<file path="src/rtl/card_dealer.sv">
// Card dealer: picks a start card from a free-running LFSR, probes linearly past
// already-dealt cards, and keeps hard/soft blackjack scores for player and dealer.
module card_dealer #(
    parameter logic [15:0] LFSR_SEED = 16'hACE1
) (
    input  logic       Clock,
    input  logic       reset,
    input  logic       deal_req,
    input  logic       target,
    input  logic       clear_hands,
    output logic       busy,
    output logic       card_valid,
    output logic [3:0] card_rank,
    output logic [1:0] card_suit,
    output logic [4:0] phand,
    output logic [4:0] dhand,
    output logic       reshuffled
);
    localparam int unsigned DECK      = 52;
    localparam int unsigned IDX_W     = 6;
    localparam int unsigned HARD_W    = 6;
    localparam int unsigned SCORE_W   = 5;
    localparam int unsigned SCORE_MAX = 31;

    typedef enum logic {IDLE = 1'b0, SCAN = 1'b1} state_t;

    state_t            state;
    logic [15:0]       lfsr;
    logic [DECK-1:0]   used;
    logic [IDX_W-1:0]  count;
    logic [IDX_W-1:0]  idx;
    logic              tgt;
    logic [HARD_W-1:0] p_hard;
    logic [HARD_W-1:0] d_hard;
    logic              p_ace;
    logic              d_ace;

    logic [15:0]       lfsr_next;
    logic [IDX_W-1:0]  start_idx;
    logic [IDX_W-1:0]  probe_next;
    logic [IDX_W-1:0]  suit_base;
    logic [1:0]        cur_suit;
    logic [3:0]        cur_rank;
    logic [3:0]        cur_value;
    logic              is_ace;
    logic              slot_free;
    logic              commit;
    logic              deck_empty;
    logic [HARD_W-1:0] p_sum;
    logic [HARD_W-1:0] d_sum;
    logic              p_ace_next;
    logic              d_ace_next;

    // Hard total accumulation, clamped so a long hand never wraps.
    function automatic logic [HARD_W-1:0] sat_add(input logic [HARD_W-1:0] hard,
                                                   input logic [3:0]        value);
        logic [HARD_W:0] sum;
        sum = {1'b0, hard} + (HARD_W+1)'(value);
        return (sum > (HARD_W+1)'(SCORE_MAX)) ? HARD_W'(SCORE_MAX) : sum[HARD_W-1:0];
    endfunction

    // An ace counts as 11 only while that cannot bust the hand.
    function automatic logic [SCORE_W-1:0] best_score(input logic [HARD_W-1:0] hard,
                                                      input logic              ace);
        logic [HARD_W-1:0] best;
        best = (ace && (hard <= HARD_W'(11))) ? hard + HARD_W'(10) : hard;
        return (best > HARD_W'(SCORE_MAX)) ? SCORE_W'(SCORE_MAX) : best[SCORE_W-1:0];
    endfunction

    always_comb begin
        lfsr_next  = {lfsr[14:0], lfsr[15] ^ lfsr[13] ^ lfsr[12] ^ lfsr[10]};
        start_idx  = (lfsr[5:0] >= IDX_W'(DECK)) ? lfsr[5:0] - IDX_W'(DECK) : lfsr[5:0];
        probe_next = (idx == IDX_W'(DECK - 1)) ? '0 : idx + IDX_W'(1);
        cur_suit   = 2'd0;
        suit_base  = '0;
        if (idx >= IDX_W'(39)) begin
            cur_suit  = 2'd3;
            suit_base = IDX_W'(39);
        end else if (idx >= IDX_W'(26)) begin
            cur_suit  = 2'd2;
            suit_base = IDX_W'(26);
        end else if (idx >= IDX_W'(13)) begin
            cur_suit  = 2'd1;
            suit_base = IDX_W'(13);
        end
        cur_rank   = 4'(idx - suit_base) + 4'd1;
        cur_value  = (cur_rank > 4'd10) ? 4'd10 : cur_rank;
        is_ace     = (cur_rank == 4'd1);
        slot_free  = !used[idx];
        commit     = (state == SCAN) && slot_free;
        deck_empty = (count == IDX_W'(DECK));
        p_sum      = sat_add(p_hard, cur_value);
        d_sum      = sat_add(d_hard, cur_value);
        p_ace_next = p_ace | is_ace;
        d_ace_next = d_ace | is_ace;
    end

    always_ff @(posedge Clock or posedge reset) begin
        if (reset) begin
            state      <= IDLE;
            lfsr       <= LFSR_SEED;
            used       <= '0;
            count      <= '0;
            idx        <= '0;
            tgt        <= 1'b0;
            p_hard     <= '0;
            d_hard     <= '0;
            p_ace      <= 1'b0;
            d_ace      <= 1'b0;
            busy       <= 1'b0;
            card_valid <= 1'b0;
            reshuffled <= 1'b0;
            card_rank  <= '0;
            card_suit  <= '0;
            phand      <= '0;
            dhand      <= '0;
        end else begin
            lfsr       <= lfsr_next;
            card_valid <= 1'b0;
            reshuffled <= 1'b0;
            case (state)
                IDLE: begin
                    if (deal_req) begin
                        tgt   <= target;
                        idx   <= start_idx;
                        state <= SCAN;
                        busy  <= 1'b1;
                        // Exhausted deck is refilled on the request that needs it.
                        if (deck_empty) begin
                            used       <= '0;
                            count      <= '0;
                            reshuffled <= 1'b1;
                        end
                    end
                end
                SCAN: begin
                    if (slot_free) begin
                        used[idx]  <= 1'b1;
                        count      <= count + IDX_W'(1);
                        card_rank  <= cur_rank;
                        card_suit  <= cur_suit;
                        card_valid <= 1'b1;
                        state      <= IDLE;
                        busy       <= 1'b0;
                    end else begin
                        idx <= probe_next;
                    end
                end
            endcase
            // A clear overrides any simultaneous commit for the hands only.
            if (clear_hands) begin
                p_hard <= '0;
                d_hard <= '0;
                p_ace  <= 1'b0;
                d_ace  <= 1'b0;
                phand  <= '0;
                dhand  <= '0;
            end else if (commit) begin
                if (tgt) begin
                    d_hard <= d_sum;
                    d_ace  <= d_ace_next;
                    dhand  <= best_score(d_sum, d_ace_next);
                end else begin
                    p_hard <= p_sum;
                    p_ace  <= p_ace_next;
                    phand  <= best_score(p_sum, p_ace_next);
                end
            end
        end
    end

endmodule

</file>
<file path="config.mk">
export PLATFORM = sky130hd
export DESIGN_NAME = card_dealer
export DESIGN_NICKNAME = d
export VERILOG_FILES = /design/src/rtl/card_dealer.sv
export SDC_FILE = /design/constraint.sdc
export NUM_CORES = 1
export LEC_CHECK = 0
export CAP_MARGIN = 0
export CORE_MARGIN = 8
export CORE_UTILIZATION = 54
export DETAILED_ROUTE_END_ITERATION = 12
export PLACE_DENSITY = 0.7
export RECOVER_POWER = 25
export SETUP_SLACK_MARGIN = 0.3
export SLEW_MARGIN = 20
export SYNTH_ARGS = -nofsm -noshare
export SYNTH_HDL_FRONTEND = slang
export SYNTH_SLANG_ARGS = --single-unit
</file>
<file path="constraint.sdc">
create_clock -name Clock -period 16.3 [get_ports Clock]
set_input_delay 4.075 -clock Clock [delete_from_list [all_inputs] [get_ports Clock]]
set_output_delay 4.075 -clock Clock [all_outputs]
set_load 0.005 [all_outputs]
</file>
Yosys cells after proc, flatten, opt, wreduce, memory -nomap -nowiden
Cells that the tools add are included.

Add/sub/neg operators: 9. Multiply operators: 0. Divide/modulo/power cells: 0. $lt $le $gt $ge: 13. Equality and inequality tests: 8. Shifts and indexed selects: 0. Mux-type cells: 59. Bitwise logic cells: 8. Reductions and logical operators: 14.

Operator list (number): $mux 52 (3); $pmux 52 s2 (1); $mux 6 (17); $or 52x52->52 (1); $mux 5 (8); $pmux 6 s2 (2); $mux 1 (18); $mux 4 (4); $add 6x4->7 (2); $gt 7x5->1 const B (2); $add 6x1->6 const B (2); $add 6x4->6 const B (2); $eq 6x6->1 const B (2); $ge 6x6->1 const B (2); $gt 6x5->1 const B (2); $le 6x4->1 const B (2); $reduce_and 2->1 (6); $ne 2x2->1 const B (4); $lt 6x7->1 const B (1); $bmux 1 s6 (1); $demux 1 s6 (1); $ge 6x1->1 const B (1); $ge 6x4->1 const B (1); $ge 6x5->1 const B (1); other kinds (15) (25).

Register bits: 115. Bits in latches: 0. Bits in writable memories: 0. ROM bits: 0. Input bits: 5. Output and inout port bits: 19. Memories: 0.

Logic depth before layout (Yosys ltp)
Gate-level depths: netlist of the first run.

Word-level depth: 19. Gate-level depth with buffers: 24. Mapped depth without buffers: 23.

Worst setup path after synthesis of the first run
No wires, ideal clock.

Path kind: in2reg. Start point: input deal_req. End point: register used[10]. Arrival: 5.174 ns. Data required time: 16.168 ns. Path slack: 10.994 ns. Cell stages on the path: 6. Path buffers: 1. Cell sequence: nor2b_1 > and3_1 > nand4b_1 > inv_2 > clkbuf_1 > nor2_1.

Word-level cells in the longest chain between the ends: 2.

RTL lines: start, declared (line 8) `input logic deal_req,`; $ne 2x2->1 (no source line); $reduce_and 3->1 (no source line); end signal, assigned (line 102) `used <= '0;`; end signal, assigned (line 130) `used <= '0;`; end signal, assigned by index (line 138) `used[idx] <= 1'b1;`; end, declared (line 29) `logic [DECK-1:0] used;`.

Every way passes these cells. A chain may end at the register's enable or synchronous reset.

Final worst setup path of the first run
Start point: register idx[0]. End point: register phand[3].

Word-level cells in the longest chain between the ends: 19.

RTL lines: start, declared (line 31) `logic [IDX_W-1:0] idx;`; start signal, assigned (line 125) `idx <= start_idx;`; start signal, assigned (line 146) `idx <= probe_next;`; $ge 6x4->1 (line 82) `end else if (idx >= IDX_W'(13)) begin`; $mux 4 (line 82); $mux 4 (line 79) `end else if (idx >= IDX_W'(26)) begin`; $mux 4 (line 76) `if (idx >= IDX_W'(39)) begin`; $sub 4x4->4 (*) (line 86) `cur_rank = 4'(idx - suit_base) + 4'd1;`; $add 4x1->4 (*) (line 86); named net cur_rank[2] (line 43) `logic [3:0] cur_rank;`; $gt 4x4->1 (line 87) `cur_value = (cur_rank > 4'd10) ? 4'd10 : cur_rank;`; [... 4 more ...]; $le 6x4->1 (line 66) `best = (ace && (hard <= HARD_W'(11))) ? hard + HARD_W'(10) : hard;`; $logic_and 1x1->1 (line 66); $mux 6 (*) (line 66); $gt 6x5->1 (line 67) `return (best > HARD_W'(SCORE_MAX)) ? SCORE_W'(SCORE_MAX) : best[SCORE_W-1:0];`; $mux 5 (*) (line 67); $mux 5 (*) (line 159) `if (tgt) begin`; $mux 5 (*) (line 158) `end else if (commit) begin`; $mux 5 (*) (line 151) `if (clear_hands) begin`; end signal, assigned (line 166) `phand <= best_score(p_sum, p_ace_next);`; end, declared (line 15) `output logic [4:0] phand,`.

Mark *: on every way through the listed nets, which the timed path passes. The rest lies on a longest branch. The select of a mux whose other input is x is not followed.

==> results of run 1 <==
## power by group through the flow
stage                     logic (mW)  registers (mW)  clock network, mW
after detailed placement       0.794           0.490                  0
after CTS                      0.806           0.488              0.396
after floorplan                0.629           0.449                  0
after global routing           0.894           0.504              0.409
after global placement         0.765           0.485                  0
final                          0.801           0.490              0.392
## worst max-delay path, delay by kind of cell, from the launching register on
kind,cells,cell delay [ns]
adders and majority gates,7,2.18
AOI/OAI and AO/OA,5,1.80
and+or+nand+nor,5,1.08
DFF,1,0.94
buffers and inverters,3,0.43
## cell usage in the layout, fill, tap and decap left out, types with 10 or more instances in the layout
cell	n
a31oi_1	52
a211oi_1	10
dfrtp_1	107
a21oi_1	29
nand2_1	21
clkdlybuf4s50_1	20
inv_1	28
nor2_1	83
mux2i_1	14
ha_1	20
clkbuf_16	16
o21ai_0	20
nor2b_1	14
nand3_1	13
## cell families after synthesis
group                    Yosys count  share of synthesized area
flip-flops                       115                      0.475
AO/OA/AOI/OAI                    174                      0.197
XOR/XNOR                          12                     0.0173
adder cells (fa/ha/maj)           23                     0.0511
multiplexers                      28                     0.0564
buffers and inverters             74                     0.0519
AND/OR/NAND/NOR                  187                      0.151
## routing by layer
metal,wire (um),up-vias,global-route usage,part of all wire
met1,6020,2392,0.248,0.42
met4,240,0,0.0861,0.017
met5,0,-,0,0
met2,7340,155,0.343,0.51
met3,753,24,0.0574,0.052
li1,-,2220,-,-
## layout make-up
class | count | area (um2)
Inverter | 30 | 114
Tap cell | 140 | 175
Timing Repair Buffer | 27 | 260
Sequential cell | 115 | 2890
Fill cell | 930 | 3960
Clock inverter | 9 | 150
Clock buffer | 23 | 477
Multi-Input combinational cell | 424 | 2860
## Yosys cell counts, types with 4 or more instances
cell type    n  share of area
a31oi_1     52          0.054
nor2_1      82          0.051
nand3_1     13          0.011
o31ai_1      6         0.0074
mux2_1       6          0.011
dfstp_2      8          0.035
nor2b_1     14          0.014
xor2_1       4         0.0058
or2_2        4         0.0041
o21ai_0     20          0.016
nand2b_1     6         0.0062
xnor2_1      8          0.012
a221oi_1     4         0.0058
nand2_1     21          0.013
clkbuf_1    24          0.015
a21o_1       6         0.0074
dfrtp_1    107           0.44
buf_2       14          0.012
and3_1       7         0.0072
mux2_2       4         0.0074
inv_1       28          0.017
mux4_2       4          0.015
ha_1        20          0.041
and2_1       7         0.0072
nor3_1       9         0.0074
o21a_1       5         0.0062
o211ai_1     4         0.0049
mux2i_1     14          0.023
a211oi_1    10          0.012
or3_1        4         0.0041
a21oi_1     29          0.024
## how the worst max path moves through the flow
stage | cells past startpoint | end | from
after floorplan | 1 | busy | reset
after global placement | 20 | phand[3] | idx[0]
after detailed placement | 20 | phand[3] | idx[0]
after CTS | 20 | phand[3] | idx[0]
after global routing | 20 | phand[3] | idx[0]
final | 20 | phand[3] | idx[0]
## flip-flops by register name, summed over array words and instances (netlist names), 2 cells and up
register	flops
card_rank	4
card_suit	2
count	6
d_hard	6
dhand	5
idx	6
lfsr	16
p_hard	6
phand	5
used	52
==> key figures, run 1 <==
STA
  • Worst slew margin: -0.511
  • PnR worst setup slack: 9.82 ns
  • Final Setup Violations: 0
  • Fin. Hold Viols: 0
  • Setup TNS: 0 ns
  • Slew Limit Fails: 55
  • Final Critical Period: 6.48 ns
  • Final hold slack: 0.351 ns
  • Worst Tran Pin Value: 2.27 ns
  • Final Cycle Share: 0.398
  • Clock skew: 0.00749 ns
  • Fmax: 154 MHz
  • RSZ-0062 raised after global routing: false

Run
  • Max-capacitance violation count: 1

Power and ir drop
  • Total power: 1.68 mW
  • Cell area power density: 243 nW/um2
  • Power share of the combinational group: 0.476
  • VDD IR-drop max: 0.135 mV
  • Flop pwr share: 0.291
  • Switching Fraction: 0.419
  • LEAKAGE: 2.97 nW
  • Internal cell power: 0.977 mW
  • Switching power of the nets: 0.705 mW
  • Clock network fraction of design power: 0.233

GRT
  • Gr ovfl total: 0
  • GRT Overall Usage: 0.206
  • Vias in the first global route: 4919
  • First-pass GRT wire length: 24400 um
  • Pin count of the biggest net entering global routing: 88
  • Initial antenna violation count: 0

Floorplan
  • Top-level port count: 24
  • Die area: 14900 um2
  • Die height: 122 um
  • Std cell rows: 38
  • Core area: 10900 um2
  • Die width: 122 um
  • Initial Util: 0.558

Placed design
  • Inst Count DP: 736
  • Placement Cell Area: 6310 um2
  • RD Place Congestion: 0.855
  • Place WS: 9.83 ns
  • Placed wire-length estimate: 9090 um
  • IO buf count: 23

Clock tree
  • Reg clk slew, reported paths: 0.05 ns
  • Clock Sinks: 115
  • Htree depth: 4
  • TritonCTS clock tree: yes
  • # resized after CTS: 0
  • Clock Latency Late Sink: 0.52 ns
  • Clock Path Buffers: 2
  • Root buf cell: clkbuf_8
  • Setup bufs post-CTS: 0
  • Num CTS Buffers: 17
  • # hold bufs at CTS: 0

Final layout
  • Share of cells above drive strength 1: 0.0971
  • Antenna diodes: 0
  • Final Util: 0.636
  • Cell Count, Final, Fillers Out: 768
  • Final nets: 643
  • Area Growth Syn to Fin: 14.0%
  • Post-layout instance area: 6930 um2

Synth
  • Main synth FF type: dfrtp_1
  • Post-synthesis instance total: 613
  • Post-Syn Nets: 641
  • Post-synth EDFFs: 0
  • Synthesis Warnings: 0
  • Distinct cells, synth: 76
  • Async SR Flop Fraction: 1.00
  • Sequential element share of the synthesized area: 0.475
  • Synth Register Bits: 115
  • Avg Inst Size Synth: 9.91 um2
  • Mapped Area: 6070 um2

Status
  • Failing checks: capacitance limit, slew limit
  • Status: finished with violations

Worst setup path
  • Slowest stage delay, CP: 0.94 ns
  • RR Startpoint: idx[0]
  • Worst-path cell chain: inv_1 -> ha_1 -> or3_1 -> a31o_2 -> ha_1 -> inv_1 -> ha_1 -> fa_1 -> or2_2 -> a21oi_1 -> ha_1 -> inv_1 -> fa_1 -> nor2b_1 -> nor4_1 -> o311ai_0 -> ha_1 -> nor2_1 -> a2111oi_2 -> a31o_1
  • Critical path peak fanout: 25
  • Worst path most repeated cell: ha_1
  • CP Class: reg -> reg
  • R2r endpoint: phand[3]
  • Worst path required time: 16.76 ns
  • Crit path capture type: flop
  • Slowest-stage cell, CP: dfrtp_1
  • Reg-to-reg slack, setup: 9.82 ns
  • R2R cell count: 20
  • CP Data Arrival Time: 6.94 ns
  • Critical Path Source Type: flop

Min path
  • Min-Delay Startpoint: lfsr[9]
  • Min-Delay Path Depth: 0
  • WHS Endpoint: lfsr[10]
  • Worst hold path class: reg -> reg

Routing
  • Via density: 6.24
  • Drt initial violations: 452
  • Vias: 4791
  • First-pass DRT Iterations: 6
  • WL/cell: 18.7 um
  • ANT nets after route: 0
  • Final wirelength: 14400 um
  • DRC: 0
No activity file was read; power rests on OpenSTA's default activity.
==> inputs of run 2 (changes only) <==
clock period = 6.6 ns   (was 16.3 ns; I/O delays follow)
==> key figures, run 2 (synthesis gave the netlist of run 1 again) <==
Status
  • Status: finished with violations
  • Failing checks: capacitance limit, slew limit

GRT
  • First-pass GRT wire length: 23500 um
  • Pin count of the biggest net entering global routing: 64
  • Gr ovfl total: 0
  • GRT Overall Usage: 0.200
  • Initial antenna violation count: 0
  • Vias in the first global route: 4644

Clock tree
  • # hold bufs at CTS: 0
  • Root buf cell: clkbuf_8
  • Reg clk slew, reported paths: 0.06 ns
  • Setup bufs post-CTS: 0
  • Clock Sinks: 115
  • TritonCTS clock tree: yes
  • Clock Latency Late Sink: 0.54 ns
  • Clock Path Buffers: 2
  • Num CTS Buffers: 17
  • Htree depth: 4

Final layout
  • Top reg by flops: used
  • Share of cells above drive strength 1: 0.110
  • Final nets: 644
  • Cell Count, Final, Fillers Out: 769
  • Max FFs per register: 52
  • Final Util: 0.633
  • Post-layout instance area: 6900 um2
  • Most common cell after layout, fill and taps aside: dfrtp_1
  • Most frequent cells in the layout: dfrtp_1, nor2_1, a31oi_1, a21oi_1, inv_1
  • Antenna diodes: 0
  • Largest regs: used: 52 flops, lfsr: 16 flops
  • Area Growth Syn to Fin: 13.5%

Placed design
  • Placed wire-length estimate: 9290 um
  • RD Place Congestion: 0.908
  • IO buf count: 23
  • Placement Cell Area: 6320 um2
  • Place WS: 0.626 ns
  • Inst Count DP: 737

STA
  • Fin. Hold Viols: 0
  • Slew Limit Fails: 54
  • Clock skew: 0.00700 ns
  • RSZ-0062 raised after global routing: false
  • Final Critical Period: 5.78 ns
  • Worst Tran Pin Value: 2.37 ns
  • PnR worst setup slack: 0.815 ns
  • Final hold slack: 0.350 ns
  • Final Cycle Share: 0.876
  • Final Setup Violations: 0
  • Setup TNS: 0 ns
  • Fmax: 173 MHz
  • Worst slew margin: -0.586

Power and ir drop
  • Total power: 4.09 mW
  • Cell area power density: 594 nW/um2
  • LEAKAGE: 2.95 nW
  • VDD IR-drop max: 0.405 mV

Worst setup path
  • Critical path peak fanout: 20
  • Critical Path Source Type: flop
  • CP Data Arrival Time: 6.26 ns
  • CP Class: reg -> reg
  • Worst path required time: 7.08 ns
  • Crit path capture type: flop

Min path
  • Worst hold path class: reg -> reg

Routing
  • ANT nets after route: 0
  • Drt initial violations: 374
  • First-pass DRT Iterations: 5
  • Via density: 6.20
  • Vias: 4771
  • WL/cell: 18.5 um
  • Final wirelength: 14200 um
  • DRC: 0

Floorplan
  • Initial Util: 0.558
  • Die width: 122 um
  • Die height: 122 um
  • Core area: 10900 um2
  • Top-level port count: 24
  • Die area: 14900 um2
  • Std cell rows: 38

Run
  • Max-capacitance violation count: 1
[run 2: critical path, cell delays in order, from the launching register on]
cell       delay (ns)
dfrtp_2          0.63
inv_1            0.25
ha_1             0.23
nand2b_1         0.17
a221oi_2         0.30
a21oi_1          0.11
xnor2_1          0.18
fa_1             0.45
xnor2_1          0.61
a21o_1           0.26
ha_1             0.24
a211oi_1         0.60
o21bai_1         0.21
a21boi_0         0.34
inv_1            0.13
ha_1             0.22
o31a_1           0.31
a2111oi_2        0.33
a31o_1           0.14
[run 2: report_power, final]
| group | switching, mW | total [mW] | leakage [nW] | internal [mW] |
|---|---|---|---|---|
| clock network | 0.316 | 0.888 | 0.286 | 0.572 |
| logic | 1.21 | 2.01 | 1.29 | 0.804 |
| registers | 0.216 | 1.19 | 1.38 | 0.978 |
| total | 1.74 | 4.09 | 2.95 | 2.35 |
[run 2: timing repair]
item,CTS,global route
setup endpoints to repair,0,1
resized for setup,0,1
hold endpoints to repair,0,0
[run 2: final timing paths]
| path | from | end | slack, ns | cells after the start |
|---|---|---|---|---|
| max in group asynchronous | reset | idx[1] | 2.63 | 3 |
| max reg2reg | idx[1] | phand[3] | 0.82 | 18 |
| min reg2reg | lfsr[9] | lfsr[10] | 0.35 | 0 |
| min in group asynchronous | reset | lfsr[14] | 2.20 | 2 |
| max | idx[1] | phand[3] | 0.82 | 18 |
| min | lfsr[9] | lfsr[10] | 0.35 | 0 |
[run 2: layer usage]
| metal | GRT usage | wire length, um | vias up |
|---|---|---|---|
| met1 | 0.246 | 6200 | 2385 |
| met3 | 0.0560 | 693 | 26 |
| li1 | - | - | 2218 |
| met2 | 0.328 | 7080 | 142 |
| met4 | 0.0792 | 225 | 0 |
| met5 | 0 | 0 | - |
[run 2: layout make-up]
cell class | instances | area, um2
Fill cell | 910 | 3990
Sequential cell | 115 | 2890
Multi-Input combinational cell | 424 | 2870
Clock buffer | 22 | 473
Timing Repair Buffer | 28 | 268
Tap cell | 140 | 175
Inverter | 30 | 114
Clock inverter | 10 | 105
